<file path="src/rtl/mem_arb_pkg.sv">
// Shared types and default widths for the two-port memory arbiter.
package mem_arb_pkg;

    localparam int DEF_ADDR_WIDTH = 8;
    localparam int DEF_DATA_WIDTH = 8;

    typedef enum logic [1:0] {
        ARB_IDLE = 2'd0,
        ARB_P0   = 2'd1,
        ARB_P1   = 2'd2
    } arb_state_t;

    typedef logic port_id_t;

    localparam port_id_t PORT0 = 1'b0;
    localparam port_id_t PORT1 = 1'b1;

endpackage

</file>
<file path="src/rtl/mem_arbiter_rr_pick2.sv">
// Two-way round-robin pick: a lone requester wins, a tie goes to the port
// that was not granted last.
module rr_pick2
    import mem_arb_pkg::*;
(
    input  logic     i_req0,
    input  logic     i_req1,
    input  port_id_t i_last_grant,
    output logic     o_grant_valid,
    output port_id_t o_grant_id
);

    always_comb begin
        o_grant_valid = i_req0 | i_req1;
        if (i_req0 && i_req1) begin
            o_grant_id = ~i_last_grant;
        end else if (i_req1) begin
            o_grant_id = PORT1;
        end else begin
            o_grant_id = PORT0;
        end
    end

endmodule

</file>
<file path="src/rtl/mem_arbiter.sv">
// Round-robin arbiter sharing one memory port between the core (port 0)
// and a second bus master (port 1); a grant is held for one full transaction.
module mem_arbiter
    import mem_arb_pkg::*;
#(
    parameter int ADDR_WIDTH = DEF_ADDR_WIDTH,
    parameter int DATA_WIDTH = DEF_DATA_WIDTH
) (
    input  logic                  clk,
    input  logic                  rst,
    input  logic                  p0_read,
    input  logic                  p0_write,
    input  logic [ADDR_WIDTH-1:0] p0_address,
    input  logic [DATA_WIDTH-1:0] p0_wdata,
    output logic                  p0_resp,
    output logic [DATA_WIDTH-1:0] p0_rdata,
    input  logic                  p1_read,
    input  logic                  p1_write,
    input  logic [ADDR_WIDTH-1:0] p1_address,
    input  logic [DATA_WIDTH-1:0] p1_wdata,
    output logic                  p1_resp,
    output logic [DATA_WIDTH-1:0] p1_rdata,
    output logic                  mem_read,
    output logic                  mem_write,
    output logic [ADDR_WIDTH-1:0] mem_address,
    output logic [DATA_WIDTH-1:0] mem_wdata,
    input  logic                  mem_resp,
    input  logic [DATA_WIDTH-1:0] mem_rdata
);

    arb_state_t r_state;
    arb_state_t w_next_state;
    port_id_t   r_last_grant;
    port_id_t   w_next_last_grant;
    logic       w_req0;
    logic       w_req1;
    logic       w_grant_valid;
    port_id_t   w_grant_id;

    assign w_req0 = p0_read | p0_write;
    assign w_req1 = p1_read | p1_write;

    rr_pick2 u_pick (
        .i_req0        (w_req0),
        .i_req1        (w_req1),
        .i_last_grant  (r_last_grant),
        .o_grant_valid (w_grant_valid),
        .o_grant_id    (w_grant_id)
    );

    // Port 1 counts as last granted out of reset so port 0 wins the first tie.
    always_ff @(posedge clk or posedge rst) begin
        if (rst) begin
            r_state      <= ARB_IDLE;
            r_last_grant <= PORT1;
        end else begin
            r_state      <= w_next_state;
            r_last_grant <= w_next_last_grant;
        end
    end

    always_comb begin
        w_next_state      = r_state;
        w_next_last_grant = r_last_grant;
        mem_read          = 1'b0;
        mem_write         = 1'b0;
        mem_address       = '0;
        mem_wdata         = '0;
        p0_resp           = 1'b0;
        p1_resp           = 1'b0;
        case (r_state)
            ARB_IDLE: begin
                // mem_resp is deliberately ignored here.
                if (w_grant_valid) begin
                    w_next_state      = (w_grant_id == PORT1) ? ARB_P1 : ARB_P0;
                    w_next_last_grant = w_grant_id;
                end
            end
            ARB_P0: begin
                mem_read    = p0_read;
                mem_write   = p0_write;
                mem_address = p0_address;
                mem_wdata   = p0_wdata;
                if (mem_resp) begin
                    p0_resp      = 1'b1;
                    w_next_state = ARB_IDLE;
                end
            end
            ARB_P1: begin
                mem_read    = p1_read;
                mem_write   = p1_write;
                mem_address = p1_address;
                mem_wdata   = p1_wdata;
                if (mem_resp) begin
                    p1_resp      = 1'b1;
                    w_next_state = ARB_IDLE;
                end
            end
            default: w_next_state = ARB_IDLE;
        endcase
    end

    assign p0_rdata = mem_rdata;
    assign p1_rdata = mem_rdata;

endmodule

</file>
<file path="config.mk">
export PLATFORM = sky130hd
export DESIGN_NAME = mem_arbiter
export DESIGN_NICKNAME = d
export VERILOG_FILES = /design/src/rtl/mem_arb_pkg.sv /design/src/rtl/mem_arbiter_rr_pick2.sv /design/src/rtl/mem_arbiter.sv
export SDC_FILE = /design/constraint.sdc
export NUM_CORES = 1
export LEC_CHECK = 0
export CORE_ASPECT_RATIO = 0.9
export CORE_MARGIN = 3
export CORE_UTILIZATION = 27
export DETAILED_ROUTE_END_ITERATION = 10
export PLACE_DENSITY = 0.87
export SYNTH_ARGS = -nofsm -noshare
export SYNTH_HDL_FRONTEND = slang
export SYNTH_HIERARCHICAL = 1
export SYNTH_SLANG_ARGS = --single-unit
</file>
<file path="constraint.sdc">
create_clock -name clk -period 3 [get_ports clk]
set_clock_uncertainty 0.2 [all_clocks]
set_input_delay 0.3 -clock clk [delete_from_list [all_inputs] [get_ports clk]]
set_output_delay 0.3 -clock clk [all_outputs]
set_load 0.02 [all_outputs]
</file>
Yosys cells after proc, flatten, opt, wreduce, memory -nomap -nowiden
Index checks and enable logic that the tools add are counted.

word-level totals
  register bits after elaboration = 3
  input port bits = 47
  output and inout bits = 36
  word-level logic and storage cells = 28

cells by class
  equal/unequal tests = 4
  multiplexer cells = 13
  bitwise operators = 4
  reduce and logical (&&, ||, !) cells = 5

operators by type and width
  kind                  count
  $pmux W8 S2           2
  $mux W2               3
  $mux W1               5
  $ne A2 B1 Y1 const B  2
  $pmux W1 S2           2
  $pmux W2 S2           1
  $reduce_and A2 Y1     2
  $or A1 B1 Y1          3
  $eq A2 B1 Y1 const B  1
  $eq A2 B2 Y1 const B  1
  $logic_not A2 Y1      1
  $reduce_or A2 Y1      1
  $logic_and A1 B1 Y1   1
  $not A1 Y1            1

Longest topological paths before layout
Gate-level depths: netlist of run 1.

  depth in word-level cells = 6
  gate-level depth with buffers = 6
  gate-level depth less buffers = 5

Cells and area by module
The synthesis of run 1 kept the hierarchy.

modules (own cells, without submodules)
  module       times used  cells an instance  area an instance (µm²)
  mem_arbiter  1           80                 609.3
  rr_pick2     1           2                  13.8

Worst setup path before layout of run 1
Ideal clock, no wire load.

  path kind = reg2out
  from = register r_state[0]
  to = output mem_address[5]
  arrival time = 1.336 ns
  data required time = 2.500 ns
  setup slack = 1.164 ns
  stages on the path, launching flop included = 5
  cell sequence = dfrtp_1 -> inv_1 -> ha_1 -> clkbuf_1 -> nor2b_1

between the ends
  longest elaborated chain between the ends = 2
  elaborated cells on any way between the ends = 3

ends and longest elaborated chain
  what                                                 line               text
  start: declaration                                   mem_arbiter.sv:31  arb_state_t r_state;
  start signal: assignment                             mem_arbiter.sv:57  r_state <= w_next_state;
  $eq A2 B2 Y1 / $eq A2 B1 Y1 (equally long branches)  mem_arbiter.sv:71  case (r_state)
  $pmux W8 S2 *                                        mem_arbiter.sv:71
  end: declaration                                     mem_arbiter.sv:25  output logic [ADDR_WIDTH-1:0] mem_address,

Every way passes the cells marked *; elsewhere a longest branch is shown, timed or not.

Final worst setup path of run 1
  from = register r_state[1]
  to = output mem_wdata[6]

between the ends
  longest elaborated chain between the ends = 2
  elaborated cells on any way between the ends = 3

ends and longest elaborated chain
  what                                                 line               text
  $eq A2 B2 Y1 / $eq A2 B1 Y1 (equally long branches)  mem_arbiter.sv:71
  $pmux W8 S2 *                                        mem_arbiter.sv:71
  end: declaration                                     mem_arbiter.sv:26  output logic [DATA_WIDTH-1:0] mem_wdata,

Marks and branches as above.

==> impl_metrics.py, run 1 <==
metrics = {
    "outcome": {
        "status": "complete, no violations",
    },
    "synth": {
        "synth_top_cell_by_area": "a22oi_1",
        "synthCells": 82,
        "ys_ff_latch": 3,
        "synth-async-reset-ratio": 1.000,
        "yosysWarnings": 6,
        "synthTopCellsByCount": "18 x a22oi_1, 18 x buf_4, 18 x nor2b_1",
        "synth_nets": 132,
        "mappedNetlistArea_um2": 623.1,
        "yosys.area.top_type_share": 0.2169,
        "ys.flop_type": "dfrtp_1",
        "syn_avg_cell_area_um2": 7.599,
        "ys_seq_area_frac": 0.1225,
        "synth_area_leaders": "a22oi_1 22%, buf_4 22%, nor2b_1 18%",
        "yosys.cell_types.count": 18,
        "synth_edf_count": 0,
    },
    "global_route": {
        "grtUsageTotal": 0.1488,
        "grt_pass1_wl_um": 3332,
        "use_met2": 0.2615,
        "grt_pass1_vias": 693,
        "use_met1": 0.1719,
        "grt_max_degree": 20,
        "grt_util_met3": 0.03474,
        "overflow": 0,
        "top_usage_layer": "met2",
        "antenna_found_initial": 0,
    },
    "power_and_ir_drop": {
        "leakagePower_nw": 0.4149,
        "power.total_uw": 803.3,
        "powerDensity_nw_per_um2": 717.4,
        "peakVddDrop_uv": 546.5,
    },
    "layout": {
        "final_nets": 175,
        "drive_gt1_frac": 0.06452,
        "fillers": 195,
        "design_area_um2": 1120,
        "area_growth_pct": 79.72,
        "final_util": 0.5474,
        "antenna_cells": 0,
    },
    "clocking": {
        "clockBufferDepth": 2,
        "cts_max_level": 1,
        "clk_pin_slew_ps": 40,
        "cts_made_buffers": 3,
        "cts_tree": "built",
        "cts-root-buf": "clkbuf_4",
        "ctsHoldBuffers": 0,
        "cts_resized": 0,
        "cts_sinks": 3,
        "clk-insertion-delay-late_ps": 230,
        "post_cts.repair.setup_buffers": 0,
    },
    "sta": {
        "period_needed_ps": 2749,
        "fin_tns_setup_ps": 0,
        "tightest_slew_ps": 685.4,
        "setup_viol": 0,
        "max_clock_freq_ghz": 0.3638,
        "rsz0062_at_grt": "no",
        "fin_ws_ps": 250.9,
        "relSlewSlack": 0.5431,
        "fin_crit_sh": 0.9164,
        "hold_violations": 0,
        "drv_slew": 0,
    },
    "detailed_routing": {
        "drt_pass1_iterations": 4,
        "final_antenna_net_count": 0,
        "num_vias": 697,
        "viasPerCell": 4.678,
        "drt_iter0_drc": 16,
        "wirelength_um": 2192,
        "wire_per_inst_um": 14.71,
        "drc": 0,
    },
    "floorplan": {
        "core-area_um2": 2046,
        "die_x_um": 56.64,
        "fp.dieH_um": 51.58,
        "dieArea_um2": 2921,
        "num_rows": 15,
        "io_pins": 83,
        "initial_core_util": 0.3046,
    },
    "worst_setup_path": {
        "path_cells": "inv_1 -> ha_1 -> a22oi_1 -> nor2b_1 -> clkdlybuf4s50_1",
        "rr_worst_depth": 5,
        "path_delay_family": "buffers and inverters",
        "critPathKind": "reg -> out",
        "crit_buf_inv": 2,
        "crit_fanout": 19,
        "cp_data_required_time_ps": 2500,
        "r2r_slack_ps": 1140,
        "critPathCaptureType": "primary output",
        "startpoint_type": "register",
        "regToRegEndpoint": "r_state[1]$_DFFE_PP0P_",
        "cp.arrival_ps": 2250,
        "r2r-start": "r_state[0]$_DFFE_PP0P_",
        "slowest_stage": "clkdlybuf4s50_1",
        "critPathMaxStageDelay_ps": 610,
    },
    "placed_design": {
        "finalWeightedCongestion": 0.7223,
        "placed_cell_area_um2": 1094,
        "place_ws_ps": 470.9,
        "hpwl_um": 1766,
        "io_buffers": 58,
    },
    "worst_hold_path": {
        "worstHoldPathType": "in -> async",
    },
    "flow_run": {
        "maxCapViolations": 0,
    },
}
[metrics by stage]
stage | cells | hold slack, ps
2_1_floorplan | 82 | -147.1
3_3_place_gp | 145 | 272.0
3_5_place_dp | 145 | 271.7
4_1_cts | 149 | 20.94
5_1_grt | 149 | 51.37
6_report | 149 | 31.05
[placed cells by master (no fill, tap or decap), types with 2 or more instances in the layout]
cell and n:
clkbuf_4 3, inv_1 5, nor2b_1 18, or2_2 2, o21ai_0 2, ha_1 3, clkdlybuf4s50_1 58, a22oi_1 18
dfrtp_1 2, and2_1 2, a22o_1 2, nand2_1 2
[logic make-up (layout without fill, tap and decap cells)]
group,count (synthesis),in the layout,synth area share
and+or+nand+nor,27,27,0.2751
AOI/OAI and AO/OA,23,23,0.2731
DFF,3,3,0.1225
buffers and inverters,26,68,0.2691
adders and majority gates,3,3,0.06025
[state kept, by name, indices dropped and copies added (netlist names)]
signal        flops
r_state           2
r_last_grant      1
[layer usage]
metal,wire length [um],part of all wire
met5,0,0
met2,1177,0.54
met4,6,0.0027
met3,158,0.072
met1,848,0.39
[where the power goes]
| group | total, mW | internal, mW | switching (mW) |
|---|---|---|---|
| combinational | 0.658 | 0.333 | 0.326 |
| sequential | 0.0758 | 0.0638 | 0.0120 |
| clock | 0.0693 | 0.0498 | 0.0196 |
| total | 0.803 | 0.446 | 0.357 |
[cell type report]
class	instances	area, um2	share of cell area
Timing Repair Buffer	59	588.1	0.5251
Clock buffer	4	26.28	0.02346
Inverter	5	18.77	0.01676
Multi-Input combinational cell	53	379.1	0.3385
Tap cell	25	31.28	0.02793
Sequential cell	3	76.32	0.06816
[worst max-delay path by stage]
| stage | startpoint | end | slack (ps) | depth (start not counted) |
|---|---|---|---|---|
| floorplan | r_state[0]$_DFFE_PP0P_ | mem_address[5] | 1160 | 4 |
| global placement | r_state[1]$_DFFE_PP0P_ | mem_wdata[6] | 560 | 5 |
| detailed placement | r_state[1]$_DFFE_PP0P_ | mem_wdata[6] | 470 | 5 |
| CTS | r_state[1]$_DFFE_PP0P_ | mem_wdata[6] | 220 | 5 |
| global route | r_state[1]$_DFFE_PP0P_ | mem_wdata[5] | 80 | 5 |
| finish | r_state[1]$_DFFE_PP0P_ | mem_wdata[6] | 250 | 5 |
Power figures use the tool's default switching activity.
==> run 2, diff against run 1 <==
CAP_MARGIN = 15   (was default)
==> results of run 2 <==
Final layout, timing and power as in run 1 (identical DEF).
